$ cat src/rtl/div_pkg.sv
// -----------------------------------------------------------------------------
// div_pkg
//   Shared definitions for the repeated-subtraction divider.
//   - DIV_WIDTH : default operand/result width
//   - state_e   : divider FSM states
//   - QUOT_DZ   : quotient reported for a zero divisor (all ones)
// -----------------------------------------------------------------------------
package div_pkg;

    localparam int DIV_WIDTH = 16;

    typedef enum logic [1:0] {
        IDLE = 2'd0,
        RUN  = 2'd1,
        FIN  = 2'd2
    } state_e;

    localparam logic [DIV_WIDTH-1:0] QUOT_DZ = '1;

endpackage : div_pkg

$ cat src/rtl/sub_w.sv
// -----------------------------------------------------------------------------
// sub_w
//   Combinational WIDTH-bit unsigned subtractor, out_o = in1_i - in2_i.
//   Ports:
//     in1_i [WIDTH] minuend
//     in2_i [WIDTH] subtrahend
//     out_o [WIDTH] difference (modulo 2^WIDTH)
// -----------------------------------------------------------------------------
module sub_w #(
    parameter int WIDTH = 16
) (
    input  logic [WIDTH-1:0] in1_i,
    input  logic [WIDTH-1:0] in2_i,
    output logic [WIDTH-1:0] out_o
);

    assign out_o = in1_i - in2_i;

endmodule : sub_w

$ cat src/rtl/div_repeated_sub.sv
// -----------------------------------------------------------------------------
// div_repeated_sub
//   Sequential unsigned divider. Operands are latched on start; the divisor is
//   subtracted from a running remainder once per clock while it still fits,
//   and the iteration count becomes the quotient.
//   Ports:
//     clk          system clock, rising edge
//     rst_n        asynchronous active-low reset
//     start        request, sampled only while idle
//     dividend     [WIDTH] unsigned dividend, sampled with start
//     divisor      [WIDTH] unsigned divisor, sampled with start
//     busy         high from the accepting edge until the return to idle
//     done         one-cycle completion pulse
//     quotient     [WIDTH] result, held until the next completion
//     remainder    [WIDTH] result, held until the next completion
//     div_by_zero  error flag, held until the next completion
// -----------------------------------------------------------------------------
module div_repeated_sub
    import div_pkg::*;
#(
    parameter int WIDTH = DIV_WIDTH
) (
    input  logic             clk,
    input  logic             rst_n,
    input  logic             start,
    input  logic [WIDTH-1:0] dividend,
    input  logic [WIDTH-1:0] divisor,
    output logic             busy,
    output logic             done,
    output logic [WIDTH-1:0] quotient,
    output logic [WIDTH-1:0] remainder,
    output logic             div_by_zero
);

    state_e           state_q;
    logic [WIDTH-1:0] rem_q;
    logic [WIDTH-1:0] div_q;
    logic [WIDTH-1:0] cnt_q;
    logic             dz_q;

    logic [WIDTH-1:0] rem_d;
    logic             rem_ge_div;

    sub_w #(
        .WIDTH(WIDTH)
    ) u_sub (
        .in1_i(rem_q),
        .in2_i(div_q),
        .out_o(rem_d)
    );

    // Subtraction result is only used when this holds, so it never borrows.
    assign rem_ge_div = (rem_q >= div_q);

    always_ff @(posedge clk or negedge rst_n) begin
        if (!rst_n) begin
            state_q     <= IDLE;
            rem_q       <= '0;
            div_q       <= '0;
            cnt_q       <= '0;
            dz_q        <= 1'b0;
            busy        <= 1'b0;
            done        <= 1'b0;
            quotient    <= '0;
            remainder   <= '0;
            div_by_zero <= 1'b0;
        end else begin
            done <= 1'b0;
            unique case (state_q)
                IDLE: begin
                    if (start) begin
                        rem_q   <= dividend;
                        div_q   <= divisor;
                        cnt_q   <= '0;
                        dz_q    <= (divisor == '0);
                        busy    <= 1'b1;
                        state_q <= RUN;
                    end
                end
                RUN: begin
                    // A zero divisor would always "fit"; the marker sends it
                    // straight on after one cycle, so done lands two edges
                    // after acceptance, the same as a zero-quotient divide.
                    if (dz_q || !rem_ge_div) begin
                        state_q <= FIN;
                    end else begin
                        rem_q <= rem_d;
                        cnt_q <= cnt_q + WIDTH'(1);
                    end
                end
                FIN: begin
                    done    <= 1'b1;
                    busy    <= 1'b0;
                    state_q <= IDLE;
                    // rem_q still holds the latched dividend on a zero divide.
                    remainder   <= rem_q;
                    div_by_zero <= dz_q;
                    quotient    <= dz_q ? {WIDTH{1'b1}} : cnt_q;
                end
                default: begin
                    state_q <= IDLE;
                    busy    <= 1'b0;
                end
            endcase
        end
    end

endmodule : div_repeated_sub

$ cat config.mk
export PLATFORM = sky130hd
export DESIGN_NAME = div_repeated_sub
export DESIGN_NICKNAME = d
export VERILOG_FILES = /design/src/rtl/div_pkg.sv /design/src/rtl/sub_w.sv /design/src/rtl/div_repeated_sub.sv
export SDC_FILE = /design/constraint.sdc
export NUM_CORES = 1
export LEC_CHECK = 0
export ABC_AREA = 0
export CAP_MARGIN = 20
export CORE_ASPECT_RATIO = 1.1
export CORE_MARGIN = 8
export CORE_UTILIZATION = 45
export CTS_CLUSTER_SIZE = 40
export DETAILED_ROUTE_END_ITERATION = 10
export HOLD_SLACK_MARGIN = 0.02
export PLACE_DENSITY = 0.68
export SKIP_CTS_REPAIR_TIMING = 1
export SYNTH_ARGS = -nofsm -noshare
export SYNTH_HDL_FRONTEND = slang
export SYNTH_SLANG_ARGS = --single-unit
$ cat constraint.sdc
create_clock -name clk -period 7.5 [get_ports clk]
set_input_delay 1.875 -clock clk [delete_from_list [all_inputs] [get_ports clk]]
set_output_delay 1.875 -clock clk [all_outputs]
set_load 0.005 [all_outputs]
; ---- Word-level counts from Yosys, hierarchy flattened
; Cells that the tools add are included.
[totals]
ff_bits = 86
inputBits = 35
out_inout_bits = 35
word_cells = 41
[classes]
add_sub_neg = 2
n_lt_le_gt_ge = 1
n_eq_ne = 5
n_mux = 13
bitwise = 1
reduce_logical = 9
[ops]
columns = cell, n
row1 = $mux W16, 5
row2 = $pmux W16 S2, 2
row3 = $add A16 B1 Y16 const B, 1
row4 = $ge A16 B16 Y1, 1
row5 = $logic_not A16 Y1, 1
row6 = $sub A16 B16 Y16, 1
row7 = $ne A2 B2 Y1 const B, 3
row8 = $reduce_and A2 Y1, 3
row9 = $mux W2, 2
row10 = $pmux W2 S2, 1
row11 = $reduce_and A3 Y1, 1
row12 = $eq A2 B1 Y1 const B, 1
row13 = $eq A2 B2 Y1 const B, 1
row14 = $logic_not A2 Y1, 1
row15 = $mux W1, 2
row16 = $pmux W1 S2, 1
row17 = $reduce_bool A2 Y1, 1
row18 = $logic_not A1 Y1, 1
row19 = $logic_or A1 B1 Y1, 1
row20 = $not A1 Y1, 1

; ---- Depth between registers and ports, before layout
; Gate-level depths: netlist of the first run.
[depth]
word_depth = 5
depth_mapped = 12
ltp_nobuf = 10

; ---- Modules after synthesis
; Synthesis of the first run repeated with hierarchy kept, for this count alone.
[unflattened]
cells_unflattened = 542
hier_area_um2 = 5008.6
[by_module_without_submodules]
columns = module, n_inst, cells_each, area_each_um2, seq_area_each_um2
row1 = div_repeated_sub, 1, 416, 4139.0, 2152.1
row2 = sub_w, 1, 126, 869.6, 0.0

; ---- Worst setup path before layout of the first run
; No wires, ideal clock.
[synth_timing]
path_type = input-to-reg
start = in start
end = reg div_q[10]
setup_ns = 0.083
arrival_time_ns = 2.628
t_required_ns = 7.417
slack_ns = 4.789
path_stages = 5
n_path_buf = 2
cell_sequence = and2_1 clkbuf_1 buf_1 nand2_1 o21ai_0
[synth_between]
elab_chain_cells = 1
[synth_rtl]
columns = item, line_no
row1 = "start, declared", div_repeated_sub.sv:25  ; input logic start,
row2 = $reduce_and A2 Y1 (no source line), --
row3 = "end signal, assigned", div_repeated_sub.sv:73  ; div_q <= divisor;
row4 = "end, declared", div_repeated_sub.sv:37  ; logic [WIDTH-1:0] div_q;
; Every way passes these cells.
; A chain may end at the register's enable or synchronous reset.

; ---- Final worst setup path of the first run
[layout_timing]
start = in start
end = reg rem_q[1]
[layout_between]
elab_chain_cells = 2
[layout_rtl]
columns = item, line_no
row1 = $ne A2 B2 Y1 (no source line), --
row2 = $reduce_and A3 Y1 (no source line), --
row3 = "end signal, assigned", div_repeated_sub.sv:72  ; rem_q <= dividend;
row4 = "end signal, assigned", div_repeated_sub.sv:87  ; rem_q <= rem_d;
row5 = "end, declared", div_repeated_sub.sv:36  ; logic [WIDTH-1:0] rem_q;
; Every way passes these cells.

==> flow_metrics.py, run 1 <==
metrics = {
    "timing": {
        "tightestPinTransition_ns": 0.7651,
        "setup_viol": 0,
        "finalHoldViolations": 0,
        "fmaxAchievable_ghz": 0.2957,
        "fin_tns_setup_ns": 0,
        "finClkSkew_ns": 0.008607,
        "slew_headroom": 0.4899,
        "finalMaxSlewViolations": 0,
        "fin_ws_ns": 4.118,
        "rsz0062_at_grt": "no",
        "post-route-period-util": 0.4509,
        "fin_crit_ns": 3.382,
    },
    "placed_design": {
        "portBuffers": 69,
        "place_hpwl_um": 8355,
        "gp_congestion": 0.8870,
        "dp_slack_ns": 3.732,
        "place_area_um2": 5434,
    },
    "layout": {
        "final_area_um2": 5794,
        "final_common_cell": "dfrtp_1",
        "diodes": 0,
        "drive_above_1_share": 0.1139,
        "final_cell_mix": "dfrtp_1, clkdlybuf4s50_1, nand2_1, o21ai_0, inv_1",
        "final_nets": 601,
        "area_delta_synth_final_pct": 23.63,
    },
    "clocking": {
        "numCtsBuffers": 9,
        "cts-root-buf": "clkbuf_16",
        "clock_latency_ns": 0.34,
        "clkTransAtPathRegs_ns": 0.06,
        "cts_tree": "done",
        "clockBufferDepth": 2,
        "htree_num_levels": 3,
        "cts_sinks": 86,
    },
    "critical_path": {
        "ff2ff_setup_slack_ns": 4.32,
        "cp-endpoint": "rem_q[1]",
        "arrival_ns": 3.61,
        "reg2regPathDepth": 8,
        "timing.rr.start": "rem_q[11]",
        "end_kind": "flip-flop",
        "worstReg2RegEnd": "rem_q[1]",
        "critPathKind": "primary input to flip-flop",
        "critPathSlowestCell": "clkdlybuf4s50_1",
        "crit_family": "buffers and inverters",
        "cp-startpoint": "start",
        "path_buf_inv": 2,
        "crit_path_cell_trace": "clkdlybuf4s50_1, nand2_1, o21ai_2, buf_4, mux2_2",
        "worst-path-stages": 5,
        "crit_path_max_fanout": 20,
        "startpoint_type": "primary input",
        "cp.required_ns": 7.73,
        "cpPeakStageDelay_ns": 0.47,
    },
    "logic_synthesis": {
        "synth_fa_ha_area_frac": 0.04965,
        "syn-cell-area_um2": 4687,
        "synth_seq_cells": 86,
        "synth_compound_area_frac": 0.1655,
        "ys_seq_area_frac": 0.4592,
        "syn_avg_cell_area_um2": 9.546,
        "synthXorXnorAreaFrac": 0.01682,
        "syn_inst": 491,
        "synth_edf_count": 0,
        "async_flop_share": 1.000,
        "synthFlopType": "dfrtp_1",
        "yosysWarnings": 0,
        "synth_simple_gate_area_frac": 0.1706,
        "synthesis.nets": 544,
        "synth_top_family_by_area": "simple AND/OR/NAND/NOR gates",
        "synth_mux_area_frac": 0.08436,
        "ys_types": 58,
    },
    "drt": {
        "ant_nets": 0,
        "drtIter0Drc": 201,
        "totalWireLength_um": 11740,
        "drc": 0,
        "num_vias": 3822,
        "wire_per_inst_um": 17.37,
        "via_per_inst": 5.654,
        "firstDrtPassIters": 4,
    },
    "global_routing": {
        "grt_pass1_wl_um": 19600,
        "overflow": 0,
        "antenna_found_initial": 0,
        "grt_pass1_vias": 3888,
        "grt_max_degree": 87,
        "track_usage": 0.1766,
    },
    "pwr": {
        "ir_drop_mv": 0.2387,
        "p_leak_nw": 2.454,
        "p_total_w": 0.002816,
        "power_density_nw_per_um2": 486.1,
    },
    "floorplanning": {
        "die_h_um": 123.0,
        "start_util": 0.4574,
        "core-area_um2": 10250,
        "die-area_um2": 13940,
        "die_w_um": 113.3,
        "pin_count": 70,
        "rows": 39,
    },
    "status": {
        "status": "completed",
    },
    "min_path": {
        "min_from": "quotient[2]",
        "hold_class": "flip-flop to flip-flop",
    },
    "job": {
        "cap_violations": 0,
    },
}
-- worst min-delay path, cell delays in order (launching register included) --
cell     delay [ns]
dfrtp_1        0.34
nand2_1        0.04
o21ai_0        0.06
-- synthesized netlist by cell type, drive strengths merged, types with 4 or more instances --
| cell type | count | area (um2) |
|---|---|---|
| a31oi | 13 | 81.33 |
| a41oi | 4 | 42.55 |
| a211oi | 6 | 45.04 |
| mux2 | 25 | 315.3 |
| nor3 | 4 | 20.02 |
| mux2i | 8 | 80.08 |
| nand3 | 12 | 60.06 |
| nand4 | 10 | 62.56 |
| xor2 | 4 | 35.03 |
| and4 | 9 | 80.08 |
| or3 | 4 | 26.28 |
| dfrtp | 86 | 2152 |
| xnor2 | 5 | 43.79 |
| buf | 11 | 57.55 |
| inv | 33 | 123.9 |
| o21ai | 53 | 272.8 |
| a21oi | 17 | 92.59 |
| ha | 17 | 212.7 |
| and3 | 9 | 57.56 |
| clkbuf | 18 | 67.56 |
| nor4 | 12 | 75.07 |
| a21o | 5 | 37.54 |
| nor2 | 31 | 116.4 |
| nand2 | 61 | 229.0 |
-- through the flow --
| stage | utilization | hold slack, ns | instances |
|---|---|---|---|
| finish | 0.5654 | 0.4740 | 676 |
| CTS | 0.5603 | 0.4845 | 674 |
| global route | 0.5654 | 0.4986 | 676 |
| detailed placement | 0.5303 | 0.4700 | 658 |
| global placement | 0.5303 | 0.4641 | 658 |
| floorplan | - | 0.4497 | 491 |
-- flip-flops by register name, indices dropped and copies added (netlist names) --
name,cells
quotient,16
remainder,16
div_q,16
div_by_zero,1
state_q,2
rem_q,16
busy,1
dz_q,1
cnt_q,16
done,1
-- kinds of logic after synthesis --
family          count (synthesis)
compound gates                120
xor+xnor                        9
fa+ha+maj                      18
buf+inv                        63
flops                          86
mux                            33
simple gates                  162
-- how the worst min path moves through the flow --
| stage | slack, ns | cells past startpoint | endpoint |
|---|---|---|---|
| after global routing | 0.50 | 2 | remainder[0] |
| after global placement | 0.46 | 2 | quotient[10] |
| final | 0.47 | 2 | quotient[2] |
| after detailed placement | 0.47 | 2 | remainder[0] |
| after floorplan | 0.45 | 2 | div_q[0] |
| after CTS | 0.48 | 2 | remainder[0] |
-- layout make-up --
cell class,count,area (um2)
Sequential cell,86,2152
Tap cell,123,153.9
Inverter,34,127.6
Fill cell,944,4453
Multi-Input combinational cell,342,2282
Clock buffer,10,239.0
Timing Repair Buffer,75,770.7
Clock inverter,6,68.82
-- where the power goes --
part           internal, W  total, W  leakage [nW]  switching, W
Sequential        0.000661  0.000782          1.07      0.000121
Combinational     0.000715   0.00157          1.24      0.000855
Clock             0.000269  0.000464         0.149      0.000195
-- layer usage --
metal / track usage / routed length (um)
met1: 0.2160 / 5112
met2: 0.2889 / 5608
met3: 0.05081 / 756
met4: 0.07333 / 263
met5: 0 / 0
Note: power is estimated with default switching activity, not from simulation.
==> run 2, diff against run 1 <==
Clock period 7.5 ns to 3.2 ns, I/O delays scaled along.
==> flow_metrics.py, run 2 (synthesis gave the netlist of run 1 again) <==
metrics = {
    "clocking": {
        "cts_tree": "done",
        "htree_num_levels": 3,
        "numCtsBuffers": 9,
        "cts-root-buf": "clkbuf_16",
        "clockBufferDepth": 2,
        "clock_latency_ns": 0.34,
        "cts_sinks": 86,
        "clkTransAtPathRegs_ns": 0.06,
    },
    "floorplanning": {
        "rows": 39,
        "die_w_um": 113.3,
        "start_util": 0.4574,
        "pin_count": 70,
        "die-area_um2": 13940,
        "core-area_um2": 10250,
        "die_h_um": 123.0,
    },
    "drt": {
        "dr_wl_met2_um": 5843,
        "wl_met1_um": 5403,
        "via_per_inst": 5.738,
        "top_layer": "met4",
        "totalWireLength_um": 12150,
        "num_vias": 3942,
        "ant_nets": 0,
        "drtIter0Drc": 198,
        "wire_per_inst_um": 17.69,
        "drc": 0,
        "firstDrtPassIters": 4,
        "dr_wl_met3_um": 614,
    },
    "timing": {
        "rsz0062_at_grt": "no",
        "fmaxAchievable_ghz": 0.3511,
        "finalMaxSlewViolations": 0,
        "post-route-period-util": 0.8899,
        "finalHoldViolations": 0,
        "tightestPinTransition_ns": 0.7342,
        "setup_viol": 0,
        "fin_tns_setup_ns": 0,
        "slew_headroom": 0.5087,
        "fin_crit_ns": 2.848,
        "whs_ns": 0.4245,
        "finClkSkew_ns": 0.004847,
    },
    "global_routing": {
        "grt_pass1_wl_um": 20480,
        "antenna_found_initial": 0,
        "grt_pass1_vias": 4108,
        "track_usage": 0.1850,
        "grt_max_degree": 49,
        "overflow": 0,
    },
    "layout": {
        "final_area_um2": 5843,
        "final_common_cell": "dfrtp_1",
        "area_delta_synth_final_pct": 24.67,
        "n_fill_cell": 926,
        "diodes": 0,
        "multi_input_area_um2": 2282,
        "register_area_um2": 2152,
        "final_cell_mix": "dfrtp_1, clkdlybuf4s50_1, nand2_1, o21ai_0, inv_1",
        "drive_above_1_share": 0.1241,
        "final_nets": 613,
    },
    "placed_design": {
        "place_hpwl_um": 8907,
        "gp_congestion": 0.9342,
        "place_area_um2": 5559,
        "portBuffers": 69,
    },
    "critical_path": {
        "cp-startpoint": "rem_q[0]",
        "arrival_ns": 3.07,
        "reg2regPathDepth": 11,
        "ff2ff_setup_slack_ns": 0.35,
        "critPathKind": "flip-flop to flip-flop",
        "startpoint_type": "flip-flop",
        "crit_path_max_fanout": 11,
        "worstReg2RegEnd": "rem_q[10]",
        "cp.required_ns": 3.43,
        "timing.rr.start": "rem_q[0]",
        "end_kind": "flip-flop",
    },
    "job": {
        "cap_violations": 0,
    },
    "pwr": {
        "p_leak_nw": 2.491,
        "power_density_nw_per_um2": 1149,
        "p_total_w": 0.006715,
        "ir_drop_mv": 0.4982,
    },
    "status": {
        "status": "completed",
    },
    "min_path": {
        "hold_class": "primary input to async pin",
    },
}
==> run 2: per-stage QoR <==
| step | cells | util | setup WS, ns |
|---|---|---|---|
| after floorplan | 491 | - | 0.7841 |
| after global placement | 671 | 0.5410 | 0.1522 |
| after detailed placement | 672 | 0.5425 | 0.3211 |
| after CTS | 687 | 0.5702 | 0.3049 |
| after global routing | 687 | 0.5702 | 0.08815 |
| final | 687 | 0.5702 | 0.3522 |
==> run 2: where the power goes <==
group / leakage (nW) / switching, W / internal (W)
sequential: 1.07 / 0.000277 / 0.00155
combinational: 1.29 / 0.00207 / 0.00178
clock: 0.137 / 0.000413 / 0.000624
total: 2.49 / 0.00276 / 0.00395
==> run 2: worst max-delay path: stages (launching register included) <==
cell	delay, ns
dfrtp_1	0.36
inv_1	0.09
ha_1	0.17
inv_1	0.06
fa_1	0.39
a21o_1	0.20
a211oi_1	0.36
o221ai_2	0.18
a21oi_2	0.16
o21ai_2	0.21
buf_8	0.23
mux2_4	0.30
==> run 2: worst max-delay path by stage <==
stage / to / slack [ns] / cells past startpoint
2_1_floorplan: cnt_q[11] / 0.78 / 12
3_3_place_gp: cnt_q[1] / 0.15 / 8
3_5_place_dp: rem_q[10] / 0.32 / 11
4_1_cts: rem_q[10] / 0.30 / 11
5_1_grt: rem_q[9] / 0.09 / 10
6_report: rem_q[10] / 0.35 / 11
==> run 2: area by class of cell <==
| cell class | count | share of cell area |
|---|---|---|
| Clock buffer | 14 | 0.04347 |
| Clock inverter | 1 | 0.005139 |
| Inverter | 34 | 0.02184 |
| Multi-Input combinational cell | 342 | 0.3906 |
| Sequential cell | 86 | 0.3683 |
| Tap cell | 123 | 0.02634 |
| Timing Repair Buffer | 87 | 0.1443 |
==> run 2: per-layer routing <==
metal,GRT usage,vias to the layer above
li1,-,1892
met1,0.2227,1915
met2,0.3116,111
met3,0.04592,24
met4,0.07917,0
met5,0,-
==> run 3, diff against run 2 <==
Settings changed: CORE_MARGIN 8 to 2.
==> flow_metrics.py, run 3 (synthesis gave the netlist of run 1 again) <==
metrics = {
    "timing": {
        "fin_tns_setup_ns": 0,
        "fin_crit_ns": 2.894,
        "slew_headroom": 0.4821,
        "rsz0062_at_grt": "no",
        "finalHoldViolations": 0,
        "setup_viol": 0,
        "tightestPinTransition_ns": 0.7740,
        "fmaxAchievable_ghz": 0.3455,
        "finalMaxSlewViolations": 0,
        "whs_ns": 0.4767,
        "post-route-period-util": 0.9045,
        "finClkSkew_ns": 0.007788,
    },
    "layout": {
        "finish.utilization": 0.5702,
        "drive_above_1_share": 0.1279,
        "final_nets": 611,
        "final_cell_mix": "dfrtp_1, clkdlybuf4s50_1, nand2_1, o21ai_0, inv_1",
        "area_delta_synth_final_pct": 24.67,
        "final_area_um2": 5843,
        "diodes": 0,
        "final_common_cell": "dfrtp_1",
    },
    "placed_design": {
        "gp_congestion": 0.8905,
        "place_area_um2": 5557,
        "portBuffers": 69,
        "place_hpwl_um": 8084,
    },
    "floorplanning": {
        "rows": 39,
        "die_h_um": 111.0,
        "die_w_um": 101.3,
        "start_util": 0.4574,
        "core-area_um2": 10250,
        "die-area_um2": 11250,
        "pin_count": 70,
    },
    "critical_path": {
        "startpoint_type": "flip-flop",
        "end_kind": "flip-flop",
        "arrival_ns": 3.14,
        "critPathKind": "flip-flop to flip-flop",
        "ff2ff_setup_slack_ns": 0.31,
        "crit_path_max_fanout": 14,
        "cp.required_ns": 3.45,
    },
    "pwr": {
        "ir_drop_mv": 0.4478,
        "p_leak_nw": 2.489,
        "power_density_nw_per_um2": 1133,
        "p_total_w": 0.006620,
    },
    "clocking": {
        "htree_num_levels": 3,
        "cts_tree": "done",
        "clock_latency_ns": 0.34,
        "cts_sinks": 86,
        "numCtsBuffers": 9,
        "clockBufferDepth": 2,
        "clkTransAtPathRegs_ns": 0.06,
        "cts-root-buf": "clkbuf_16",
    },
    "min_path": {
        "hold_class": "flip-flop to flip-flop",
    },
    "global_routing": {
        "track_usage": 0.2086,
        "overflow": 0,
        "antenna_found_initial": 0,
        "grt_pass1_vias": 3878,
        "grt_pass1_wl_um": 18640,
        "grt_max_degree": 55,
    },
    "status": {
        "status": "completed",
    },
    "drt": {
        "wire_per_inst_um": 16.54,
        "firstDrtPassIters": 4,
        "drc": 0,
        "ant_nets": 0,
        "drtIter0Drc": 157,
        "totalWireLength_um": 11350,
        "num_vias": 3903,
        "via_per_inst": 5.690,
    },
    "job": {
        "cap_violations": 0,
    },
}
-- run 3: cell types whose count changed in the layout (fill, tap and decap cells not counted) --
cell | previous run | this run
bufinv_16 | 1 | 0
inv_6 | 0 | 1
clkinvlp_4 | 0 | 1
clkinv_2 | 0 | 1
buf_8 | 1 | 0
buf_16 | 0 | 1
clkbuf_1 | 4 | 1
clkinv_4 | 0 | 1
clkbuf_8 | 1 | 2
buf_4 | 17 | 15
-- run 3: final cells by class --
cell class              instances  area, um2
fillers                       916       4404
multi-input cells             342       2282
flip-flops and latches         86       2152
repair buffers                 85      840.8
clock buffers                  12      256.5
well taps                     123      153.9
inverters                      34      127.6
clock inverters                 4      30.03
-- run 3: critical path, stage by stage (launching register included) --
cell and delay (ns):
dfrtp_1 0.36, inv_1 0.11, ha_1 0.19, inv_1 0.05
fa_1 0.40, a21o_1 0.21, a211oi_1 0.39, o221ai_2 0.19
a21oi_2 0.16, o21ai_2 0.18, buf_16 0.21, buf_4 0.19
o21ai_0 0.17
-- run 3: through the flow --
stage	instances	setup slack (ns)
2_1_floorplan	491	0.7841
3_3_place_gp	669	0.1896
3_5_place_dp	670	0.3104
4_1_cts	686	0.2758
5_1_grt	686	0.1470
6_report	686	0.3055
-- run 3: final timing paths --
| check | cells after the start | end | from |
|---|---|---|---|
| worst max register to register | 12 | cnt_q[8] | rem_q[0] |
| worst max-delay path | 12 | cnt_q[8] | rem_q[0] |
| min in group asynchronous | 1 | remainder[0] | rst_n |
| worst min-delay path | 2 | div_by_zero | div_by_zero |
| worst min register to register | 2 | div_by_zero | div_by_zero |
| max in group asynchronous | 2 | rem_q[10] | rst_n |
-- run 3: report_power, final --
group          leakage (nW)  switching, W  total, W  internal (W)
Clock                 0.139      0.000421  0.000992      0.000571
Combinational          1.28       0.00203   0.00381       0.00177
Sequential             1.07      0.000269   0.00182       0.00155
Total                  2.49       0.00272   0.00662       0.00390
-- run 3: metal layers --
layer  vias up  part of all wire  GRT usage
met5         -                 0          0
met4         0             0.014    0.05495
met3        18             0.054    0.03972
met2       127              0.50     0.3536
met1      1860              0.44     0.2714
li1       1898                 -          -
